`config.mk`:
```
export PLATFORM = sky130hd
export DESIGN_NAME = sram_scanout_dma_flat
export DESIGN_NICKNAME = d
export VERILOG_FILES = /design/src/rtl/sram_scanout_dma_pkg.sv /design/src/rtl/sram_scanout_dma_if.sv /design/src/rtl/sram_scanout_dma_sync_fifo.sv /design/src/rtl/sram_scanout_dma.sv /design/src/flat_wrapper.sv
export SDC_FILE = /design/constraint.sdc
export NUM_CORES = 1
export LEC_CHECK = 0
export ABC_AREA = 1
export ABC_CLOCK_PERIOD_IN_PS = 2100
export BUFFER_PORTS_ARGS = -buffer_cell sky130_fd_sc_hd__buf_2
export CORE_ASPECT_RATIO = 1.25
export CORE_MARGIN = 4
export CORE_UTILIZATION = 45
export CTS_CLUSTER_SIZE = 20
export DETAILED_ROUTE_END_ITERATION = 10
export HOLD_SLACK_MARGIN = 0.03
export PLACE_DENSITY = 0.76
export REMOVE_ABC_BUFFERS = 1
export SKIP_LAST_GASP = 1
export SYNTH_ARGS = -nofsm -noshare
export SYNTH_HDL_FRONTEND = slang
export SYNTH_SLANG_ARGS = --single-unit
```
`constraint.sdc`:
```
create_clock -name clk -period 2.1 [get_ports clk]
set_input_delay 0.315 -clock clk [delete_from_list [all_inputs] [get_ports clk]]
set_output_delay 0.315 -clock clk [all_outputs]
set_load 0.05 [all_outputs]
```
`src/rtl/sram_scanout_dma_pkg.sv`:
```
// Shared definitions for the SRAM scanout DMA: FSM encoding and default geometry.
package sram_scanout_dma_pkg;

    typedef enum logic [1:0] {
        ST_IDLE  = 2'd0,
        ST_RUN   = 2'd1,
        ST_DRAIN = 2'd2
    } state_t;

    localparam int DEF_DW         = 8;
    localparam int DEF_AW         = 10;
    localparam int DEF_FIFO_DEPTH = 4;

endpackage

```
`src/rtl/sram_scanout_dma_if.sv`:
```
// Bundles the control, host-write, SRAM and pixel-stream signals of the scanout DMA.
interface sram_scanout_dma_if #(
    parameter int DW = 8,
    parameter int AW = 10
) ();
    import sram_scanout_dma_pkg::*;

    logic          start;
    logic          abort;
    logic [AW-1:0] base;
    logic [AW:0]   len;
    logic          hwr;
    logic [AW-1:0] haddr;
    logic [DW-1:0] hdin;
    logic [AW-1:0] sram_addr;
    logic [DW-1:0] sram_din;
    logic          sram_wr_n;
    logic          sram_rd_n;
    logic [DW-1:0] sram_dout;
    // Pixel stream: a word moves on every clock where px_valid & px_ready are both high;
    // px_data holds steady while px_valid is high and px_ready is low.
    logic [DW-1:0] px_data;
    logic          px_valid;
    logic          px_ready;
    logic          busy;
    logic          done;
    state_t        dbg_state;

    modport master (
        input  start, abort, base, len, hwr, haddr, hdin, sram_dout, px_ready,
        output sram_addr, sram_din, sram_wr_n, sram_rd_n, px_data, px_valid, busy, done, dbg_state
    );

    modport slave (
        output start, abort, base, len, hwr, haddr, hdin, sram_dout, px_ready,
        input  sram_addr, sram_din, sram_wr_n, sram_rd_n, px_data, px_valid, busy, done, dbg_state
    );

endinterface

```
`src/rtl/sram_scanout_dma_sync_fifo.sv`:
```
// Small synchronous FIFO with occupancy count and synchronous clear; head is shown combinationally.
module sync_fifo #(
    parameter int W     = 8,
    parameter int DEPTH = 4,
    parameter int CW    = $clog2(DEPTH) + 1
) (
    input  logic          clk,
    input  logic          rst,
    input  logic          clr,
    input  logic          push,
    input  logic [W-1:0]  din,
    input  logic          pop,
    output logic [W-1:0]  dout,
    output logic [CW-1:0] count
);
    localparam int PW = $clog2(DEPTH);

    logic [W-1:0]  mem [DEPTH];
    logic [PW-1:0] wr_ptr;
    logic [PW-1:0] rd_ptr;

    always_ff @(posedge clk) begin
        if (push) mem[wr_ptr] <= din;
    end

    always_ff @(posedge clk) begin
        if (rst || clr) begin
            wr_ptr <= '0;
            rd_ptr <= '0;
            count  <= '0;
        end else begin
            if (push) wr_ptr <= wr_ptr + 1'b1;
            if (pop)  rd_ptr <= rd_ptr + 1'b1;
            count <= count + CW'(push) - CW'(pop);
        end
    end

    assign dout = mem[rd_ptr];

endmodule

```
`src/rtl/sram_scanout_dma.sv`:
```
// Scanout read master for a 1-cycle registered SRAM: streams LEN words from BASE through a
// skid FIFO, while host writes take the SRAM port whenever they are strobed.
module sram_scanout_dma
    import sram_scanout_dma_pkg::*;
#(
    parameter int DW         = DEF_DW,
    parameter int AW         = DEF_AW,
    parameter int FIFO_DEPTH = DEF_FIFO_DEPTH
) (
    input  logic clk,
    input  logic rst,
    sram_scanout_dma_if.master bus
);
    localparam int CW = $clog2(FIFO_DEPTH) + 1;

    state_t        state_q, state_d;
    logic [AW-1:0] rd_ptr;
    logic [AW:0]   remaining;
    logic          inflight;
    logic          done_q;
    logic [CW-1:0] fifo_count;
    logic [DW-1:0] fifo_head;
    logic [CW:0]   credit_used;
    logic          start_ok, credit_ok, issue, push, pop, last_pop, px_valid;

    assign start_ok    = bus.start && !bus.abort && (state_q == ST_IDLE);
    // Reads already in flight count against FIFO space so a capture never meets a full FIFO.
    assign credit_used = {1'b0, fifo_count} + (CW+1)'(inflight);
    assign credit_ok   = credit_used < (CW+1)'(FIFO_DEPTH);
    assign issue       = !rst && !bus.abort && !bus.hwr && (state_q == ST_RUN) && credit_ok;
    assign push        = inflight && !bus.abort;
    assign px_valid    = (fifo_count != '0);
    assign pop         = px_valid && bus.px_ready;
    assign last_pop    = (state_q == ST_DRAIN) && !inflight && (fifo_count == CW'(1)) && pop;

    always_comb begin
        state_d = state_q;
        if (bus.abort) begin
            state_d = ST_IDLE;
        end else begin
            case (state_q)
                ST_IDLE:  if (start_ok && (bus.len != '0)) state_d = ST_RUN;
                ST_RUN:   if (issue && (remaining == (AW+1)'(1))) state_d = ST_DRAIN;
                ST_DRAIN: if (last_pop) state_d = ST_IDLE;
                default:  state_d = ST_IDLE;
            endcase
        end
    end

    always_ff @(posedge clk) begin
        if (rst) begin
            state_q   <= ST_IDLE;
            rd_ptr    <= '0;
            remaining <= '0;
            inflight  <= 1'b0;
            done_q    <= 1'b0;
        end else begin
            state_q  <= state_d;
            inflight <= issue;
            done_q   <= !bus.abort && ((start_ok && (bus.len == '0)) || last_pop);
            if (start_ok) begin
                rd_ptr    <= bus.base;
                remaining <= bus.len;
            end else if (issue) begin
                rd_ptr    <= rd_ptr + 1'b1;
                remaining <= remaining - 1'b1;
            end
        end
    end

    // Host writes own the port in their cycle; reads only go out when no write is strobed.
    always_comb begin
        bus.sram_addr = '0;
        bus.sram_din  = '0;
        bus.sram_wr_n = 1'b1;
        bus.sram_rd_n = 1'b1;
        if (!rst && bus.hwr) begin
            bus.sram_wr_n = 1'b0;
            bus.sram_addr = bus.haddr;
            bus.sram_din  = bus.hdin;
        end else if (issue) begin
            bus.sram_rd_n = 1'b0;
            bus.sram_addr = rd_ptr;
        end
    end

    sync_fifo #(
        .W     (DW),
        .DEPTH (FIFO_DEPTH),
        .CW    (CW)
    ) u_fifo (
        .clk   (clk),
        .rst   (rst),
        .clr   (bus.abort),
        .push  (push),
        .din   (bus.sram_dout),
        .pop   (pop),
        .dout  (fifo_head),
        .count (fifo_count)
    );

    assign bus.px_valid  = px_valid;
    assign bus.px_data   = px_valid ? fifo_head : '0;
    assign bus.busy      = (state_q != ST_IDLE);
    assign bus.done      = done_q;
    assign bus.dbg_state = state_q;

endmodule

```
`src/flat_wrapper.sv`:
```
// flat-port wrapper written by rule: the top's interface ports become plain ports
module sram_scanout_dma_flat import sram_scanout_dma_pkg::*;
#(
    parameter int DW         = DEF_DW,
    parameter int AW         = DEF_AW,
    parameter int FIFO_DEPTH = DEF_FIFO_DEPTH
)
  (clk, rst, bus_start, bus_abort, bus_base, bus_len, bus_hwr, bus_haddr, bus_hdin, bus_sram_dout, bus_px_ready, bus_sram_addr, bus_sram_din, bus_sram_wr_n, bus_sram_rd_n, bus_px_data, bus_px_valid, bus_busy, bus_done, bus_dbg_state);
  sram_scanout_dma_if #(.DW(DW), .AW(AW)) bus_i ();
  input  logic clk;
  input  logic rst;
  input wire logic [$bits(bus_i.start)-1:0] bus_start;
  input wire logic [$bits(bus_i.abort)-1:0] bus_abort;
  input wire logic [$bits(bus_i.base)-1:0] bus_base;
  input wire logic [$bits(bus_i.len)-1:0] bus_len;
  input wire logic [$bits(bus_i.hwr)-1:0] bus_hwr;
  input wire logic [$bits(bus_i.haddr)-1:0] bus_haddr;
  input wire logic [$bits(bus_i.hdin)-1:0] bus_hdin;
  input wire logic [$bits(bus_i.sram_dout)-1:0] bus_sram_dout;
  input wire logic [$bits(bus_i.px_ready)-1:0] bus_px_ready;
  output wire logic [$bits(bus_i.sram_addr)-1:0] bus_sram_addr;
  output wire logic [$bits(bus_i.sram_din)-1:0] bus_sram_din;
  output wire logic [$bits(bus_i.sram_wr_n)-1:0] bus_sram_wr_n;
  output wire logic [$bits(bus_i.sram_rd_n)-1:0] bus_sram_rd_n;
  output wire logic [$bits(bus_i.px_data)-1:0] bus_px_data;
  output wire logic [$bits(bus_i.px_valid)-1:0] bus_px_valid;
  output wire logic [$bits(bus_i.busy)-1:0] bus_busy;
  output wire logic [$bits(bus_i.done)-1:0] bus_done;
  output wire logic [$bits(bus_i.dbg_state)-1:0] bus_dbg_state;
  assign bus_i.start = bus_start;
  assign bus_i.abort = bus_abort;
  assign bus_i.base = bus_base;
  assign bus_i.len = bus_len;
  assign bus_i.hwr = bus_hwr;
  assign bus_i.haddr = bus_haddr;
  assign bus_i.hdin = bus_hdin;
  assign bus_i.sram_dout = bus_sram_dout;
  assign bus_i.px_ready = bus_px_ready;
  assign bus_sram_addr = bus_i.sram_addr;
  assign bus_sram_din = bus_i.sram_din;
  assign bus_sram_wr_n = bus_i.sram_wr_n;
  assign bus_sram_rd_n = bus_i.sram_rd_n;
  assign bus_px_data = bus_i.px_data;
  assign bus_px_valid = bus_i.px_valid;
  assign bus_busy = bus_i.busy;
  assign bus_done = bus_i.done;
  assign bus_dbg_state = bus_i.dbg_state;
  sram_scanout_dma #(.DW(DW), .AW(AW), .FIFO_DEPTH(FIFO_DEPTH)) u_core (.clk(clk), .rst(rst), .bus(bus_i));
endmodule
```
## Word level (Yosys, flattened, before mapping)

Memories as Yosys holds them, arrays and structs flattened. A register that Yosys moved wholly into a read port is not among the register bits.
Cells that the tools add are included.

- Muxes and demuxes: 19
- Magnitude comparators: 1
- Reductions and logical operators: 30
- Eq/ne operators: 7
- Add/sub/neg operators: 7

Operators by type and width:

| kind | count |
|---|---|
| $mux W10 | 4 |
| $mux W11 | 2 |
| $logic_and A1 B1 Y1 | 16 |
| $mux W8 | 2 |
| $eq A11 B1 Y1 const B | 1 |
| $logic_not A11 Y1 | 1 |
| $reduce_bool A11 Y1 | 1 |
| $sub A11 B1 Y11 const B | 1 |
| $add A10 B1 Y10 const B | 1 |
| $mux W2 | 5 |
| $pmux W2 S3 | 1 |
| $mux W1 | 5 |
| $add A2 B1 Y2 const B | 2 |
| $add A3 B1 Y4 | 1 |
| $logic_not A1 Y1 | 4 |
| $lt A4 B3 Y1 const B | 1 |
| $ne A2 B2 Y1 const B | 2 |
| $reduce_bool A2 Y1 | 2 |
| $add A3 B1 Y3 | 1 |
| $eq A3 B1 Y1 const B | 1 |
| $reduce_and A3 Y1 | 1 |
| $reduce_bool A3 Y1 | 1 |
| $sub A3 B1 Y3 | 1 |
| $eq A2 B1 Y1 const B | 1 |
| other kinds (5) | 6 |

- Flip-flop bits (word level): 32
- Memories: 1
- Memory bits (writable): 32
- Output and inout bits: 33
- Input bits: 53

Memories:

| memory | depth | width | rd ports | clocked after memory_dff | wr ports | RTL line | RTL |
|---|---|---|---|---|---|---|---|
| u_core.u_fifo.mem | 4 | 8 | 1 | 1 | 1 | sram_scanout_dma_sync_fifo.sv:18 | `logic [W-1:0] mem [DEPTH];` |

## Logic depth before layout (Yosys ltp)

- Depth in word-level cells: 8
- Depth in mapped cells: 11
- Gate-level depth less buffers: 11

## Cells and area by module

Synthesis repeated with hierarchy kept, for this count alone.

- Cell total of the unflattened synthesis: 473
- Area total of the unflattened synthesis: 3,604.7 sq um

By module, submodules not included:

| module | cells an instance | area an instance (sq um) | instances | sequential area each (sq um) |
|---|---|---|---|---|
| sram_scanout_dma | 328 | 1,910.6 | 1 | 500.5 |
| sync_fifo | 145 | 1,694.1 | 1 | 1,141.1 |

## Worst setup path after synthesis

Ideal clock, no wire load.

- Path kind: register to output
- Start: register u_core.state_q[0], in the netlist u_core.bus.dbg_state[0]
- End: output bus_sram_addr[3]
- Stages on the path, launching flop included: 8
- Path slack: -642 ps
- Arrival: 2,427 ps
- Cell sequence: dfxtp_1 inv_1 nor2_2 nand2_2 nor2_4 nand2_4 buf_6 o21ai_0

- Word-level cells in the longest chain between the ends: 5

RTL lines:

| what | RTL line | RTL |
|---|---|---|
| start, declared | sram_scanout_dma.sv:16 | `state_t state_q, state_d;` |
| start signal, assigned | sram_scanout_dma.sv:58 | `state_q <= state_d;` |
| $eq A2 B1 Y1 | sram_scanout_dma.sv:30 | `assign issue = !rst && !bus.abort && !bus.hwr && (state_q == ST_RUN) && credit_ok;` |
| $logic_and A1 B1 Y1 (2 in series) | sram_scanout_dma.sv:30 |  |
| $mux W10 | sram_scanout_dma.sv:81 | `end else if (issue) begin` |
| $mux W10 | sram_scanout_dma.sv:77 | `if (!rst && bus.hwr) begin` |
| end, declared | flat_wrapper.sv:21 | `output wire logic [$bits(bus_i.sram_addr)-1:0] bus_sram_addr;` |

Every way passes these cells.

## Worst setup path in the final report

- Start: register u_core.u_fifo.count[1]
- End: output bus_sram_addr[6]

- Word-level cells in the longest chain between the ends: 5

RTL lines:

| what | RTL line | RTL |
|---|---|---|
| start, declared | sram_scanout_dma_sync_fifo.sv:14 | `output logic [CW-1:0] count` |
| start signal, assigned | sram_scanout_dma_sync_fifo.sv:34 | `count <= count + CW'(push) - CW'(pop);` |
| $add A3 B1 Y4 | sram_scanout_dma.sv:28 | `assign credit_used = {1'b0, fifo_count} + (CW+1)'(inflight);` |
| $lt A4 B3 Y1 | sram_scanout_dma.sv:29 | `assign credit_ok = credit_used < (CW+1)'(FIFO_DEPTH);` |
| $logic_and A1 B1 Y1 | sram_scanout_dma.sv:30 |  |
| $mux W10 | sram_scanout_dma.sv:81 |  |
| $mux W10 | sram_scanout_dma.sv:77 |  |

Every way passes these cells.

==> flow_summary.yaml <==
outcome:
  outcome: "completed"
synth:
  synth-main-ff-cell: "dfxtp_1"
  synthDominantCellAreaShare_pct: 26.94
  synth_top_family_by_area: "simple AND/OR/NAND/NOR gates"
  synth_compound_area_share_pct: 9.681
  synth_area_um2: 3567
  seq_area_frac_synth_pct: 46.02
  synth-adder-area-share_pct: 4.069
  yosys-top-cells-area: "edfxtp_1 27%, dfxtp_1 19%, nand2_1 9.4%"
  synth.most_common_cell: "nand2_1"
  async_flop_share_pct: 0
  ys_types: 30
  synth.area.mux_share_pct: 0
  yosysTopAreaCell: "edfxtp_1"
  synth_xor_area_share_pct: 1.964
  synth_warnings: 0
  synth-simple-area-share_pct: 28.34
  ys_ff_latch: 66
  synthCells: 474
  syn_area_per_cell_um2: 7.526
  synth_edf_count: 32
  synth_common_cells: "89 x nand2_1, 85 x nor2_1, 64 x inv_1"
floorplanning:
  core_um2: 7747
  start_util_pct: 46.04
  core.rowCount: 36
  die_h_um: 107.5
  io_pins: 86
  die_x_um: 87.64
  fp.dieArea_um2: 9425
hold_path:
  hp-class: "in -> reg"
  hold_depth: 1
  hold_end: "u_core.u_fifo.mem[0][3]"
  min-delay-start: "bus_sram_dout[3]"
power:
  totalPowerFinal_mw: 2.850
  p_leak_nw: 2.117
  power_density_nw_per_um2: 640.5
  p_sw_mw: 0.7928
  pwr-share-comb_pct: 13.0
  power_switching_share_pct: 27.82
  intPower_mw: 2.057
  clkPwrFrac_pct: 38.1
  seqPwrFrac_pct: 48.9
  vdd_ir_drop_max_mv: 0.3233
timing:
  fin_tns_setup_ps: 0
  finalHoldViolations: 0
  drv_slew: 0
  finalSetupViolCount: 0
  fin_crit_ps: 2043
  rsz0062_at_grt: "true"
  post-route-period-util_pct: 97.29
  worst_slew_pin_slew_ps: 437.7
  timing.hold.ws_ps: 181.7
  maxSlewHeadroom_pct: 70.79
  finalClockSkew_ps: 7.605
  fmax_ghz: 0.4895
routing:
  avgRoutedWirePerCell_um: 12.74
  drc_errors: 0
  wl_mm: 8.585
  via_per_inst: 4.973
  drtPass1Iterations: 4
  detail-route-antenna-nets: 0
  vias: 3352
  drt_iter0_markers: 133
placement:
  io_buffers: 85
  hpwl_mm: 6.205
  place_congestion: 0.8553
  placed_cell_area_um2: 4120
setup_path:
  cp.arrival_ps: 1730
  cpMaxStageDelayCell: "dfxtp_4"
  worstSetupPathType: "reg -> out"
  crit_fanout: 8
  r2r-start: "u_core.u_fifo.count[1]"
  startpoint_type: "flop"
  cpPeakStageDelay_ps: 360
  cp_cell_sequence: "ha_2 -> nand3_2 -> nand2_2 -> nor2_4 -> nand2_8 -> buf_8 -> o21ai_2 -> buf_6"
  cp_data_required_time_ps: 1780
  worstRegToRegCells: 10
  rrSetupSlack_ps: 130
  worst_setup_path_end_kind: "primary output"
  rr_endpoint: "u_core.u_fifo.count[2]"
global_route:
  grt-ovfl-total: 0
  grt_max_degree: 21
  grt_pass1_vias: 3047
  grtUsageTotal_pct: 18.48
  grt_pass1_wl_mm: 13.51
  antenna_found_initial: 0
finish:
  drive_gt1_share_pct: 25.04
  final_cell_area_um2: 4449
  diodes: 0
  areaGrowthSynthToFinish_pct: 24.73
  nets: 638
clocking:
  cts_tree: "yes"
  clk_pin_slew_ps: 80
  cts_root_buf: "clkbuf_8"
  htree_levels: 3
  cts_buffers: 9
  clock_latency_ps: 350
  numClockSinks: 66
  ctsLongestPathBuffers: 2
job:
  drv_cap: 0
## logic make-up after synthesis
logic type / after synthesis
DFF: 66
buffers and inverters: 84
xor gates and xnor gates: 8
adders and majority gates: 11
and+or+nand+nor: 237
AOI/OAI and AO/OA: 68
## metal layers
layer	part of all wire (%)	vias up	global-route usage [%]	wire (um)
met4	1.7	0	9.101	142
li1	-	1714	-	-
met1	39	1511	20.83	3390
met2	53	112	32.65	4531
met5	0	-	0	0
met3	6.1	15	3.522	521
## stage by stage
stage / cells / worst slack [ps] / util (%)
after floorplan: 458 / -653.3 / -
after global placement: 652 / 247.8 / 53.18
after detailed placement: 652 / 169.3 / 53.18
after CTS: 668 / -26.02 / 56.22
after global routing: 674 / -38.08 / 57.43
final: 674 / 56.97 / 57.43
## final cells by class
type                    count  area (um2)
well taps                  95       118.9
repair buffers            105       621.8
flip-flops and latches     66        1649
multi-input cells         324        1594
clock buffers               9       123.9
fillers                   711        3298
inverters                  68       262.8
clock inverters             7       78.83
## sequential cells by signal, indices dropped and copies added (netlist names), named ones only
signal                cells
u_core.remaining         11
u_core.u_fifo.mem        32
u_core.rd_ptr            10
u_core.inflight           1
u_core.u_fifo.count       3
u_core.bus.done           1
u_core.bus.dbg_state      2
u_core.u_fifo.rd_ptr      2
u_core.u_fifo.wr_ptr      2
## critical path: cells and delay by family (launching register included)
family | cells | cell delay [ps]
AOI/OAI and AO/OA | 1 | 110
adders and majority gates | 1 | 190
buffers and inverters | 2 | 320
DFF | 1 | 360
and+or+nand+nor | 4 | 390
## placed cells by master (no fill, tap or decap), types with 4 or more instances in the layout
| cell | n |
|---|---|
| a21oi_1 | 31 |
| buf_2 | 74 |
| buf_4 | 27 |
| clkbuf_8 | 9 |
| dfxtp_1 | 30 |
| edfxtp_1 | 32 |
| ha_1 | 9 |
| inv_1 | 64 |
| nand2_1 | 88 |
| nand2_2 | 5 |
| nand3_1 | 41 |
| nand4_1 | 4 |
| nor2_1 | 85 |
| nor2_2 | 4 |
| o21ai_0 | 29 |
| o21ai_1 | 4 |
| xor2_1 | 5 |
## timing repair
action | in CTS | in global routing
pin swaps | 0 | 1
hold buffers | 0 | 0
buffers inserted | 0 | 6
resized for setup | 15 | 18
endpoints found under the setup margin | 18 | 11
endpoints found under the hold margin | 0 | 0
## power groups by stage
stage | Clock, mW | Sequential (mW) | Combinational, mW
2_1_floorplan | 0 | 1.42 | 0.230
3_3_place_gp | 0 | 1.42 | 0.350
5_1_grt | 1.16 | 1.40 | 0.413
6_report | 1.09 | 1.39 | 0.369
3_5_place_dp | 0 | 1.42 | 0.357
4_1_cts | 1.12 | 1.39 | 0.364
## worst max path at each step
stage	startpoint	to	slack [ps]
final	u_core.u_fifo.count[1]	bus_sram_addr[6]	60
after global routing	u_core.u_fifo.count[1]	bus_sram_addr[6]	-40
after CTS	u_core.u_fifo.count[1]	bus_sram_addr[3]	-30
after detailed placement	u_core.u_fifo.count[1]	u_core.u_fifo.count[2]	170
after global placement	u_core.u_fifo.count[2]	u_core.u_fifo.count[2]	250
after floorplan	u_core.bus.dbg_state[0]	bus_sram_addr[3]	-650
(Power assumes the default switching activity.)
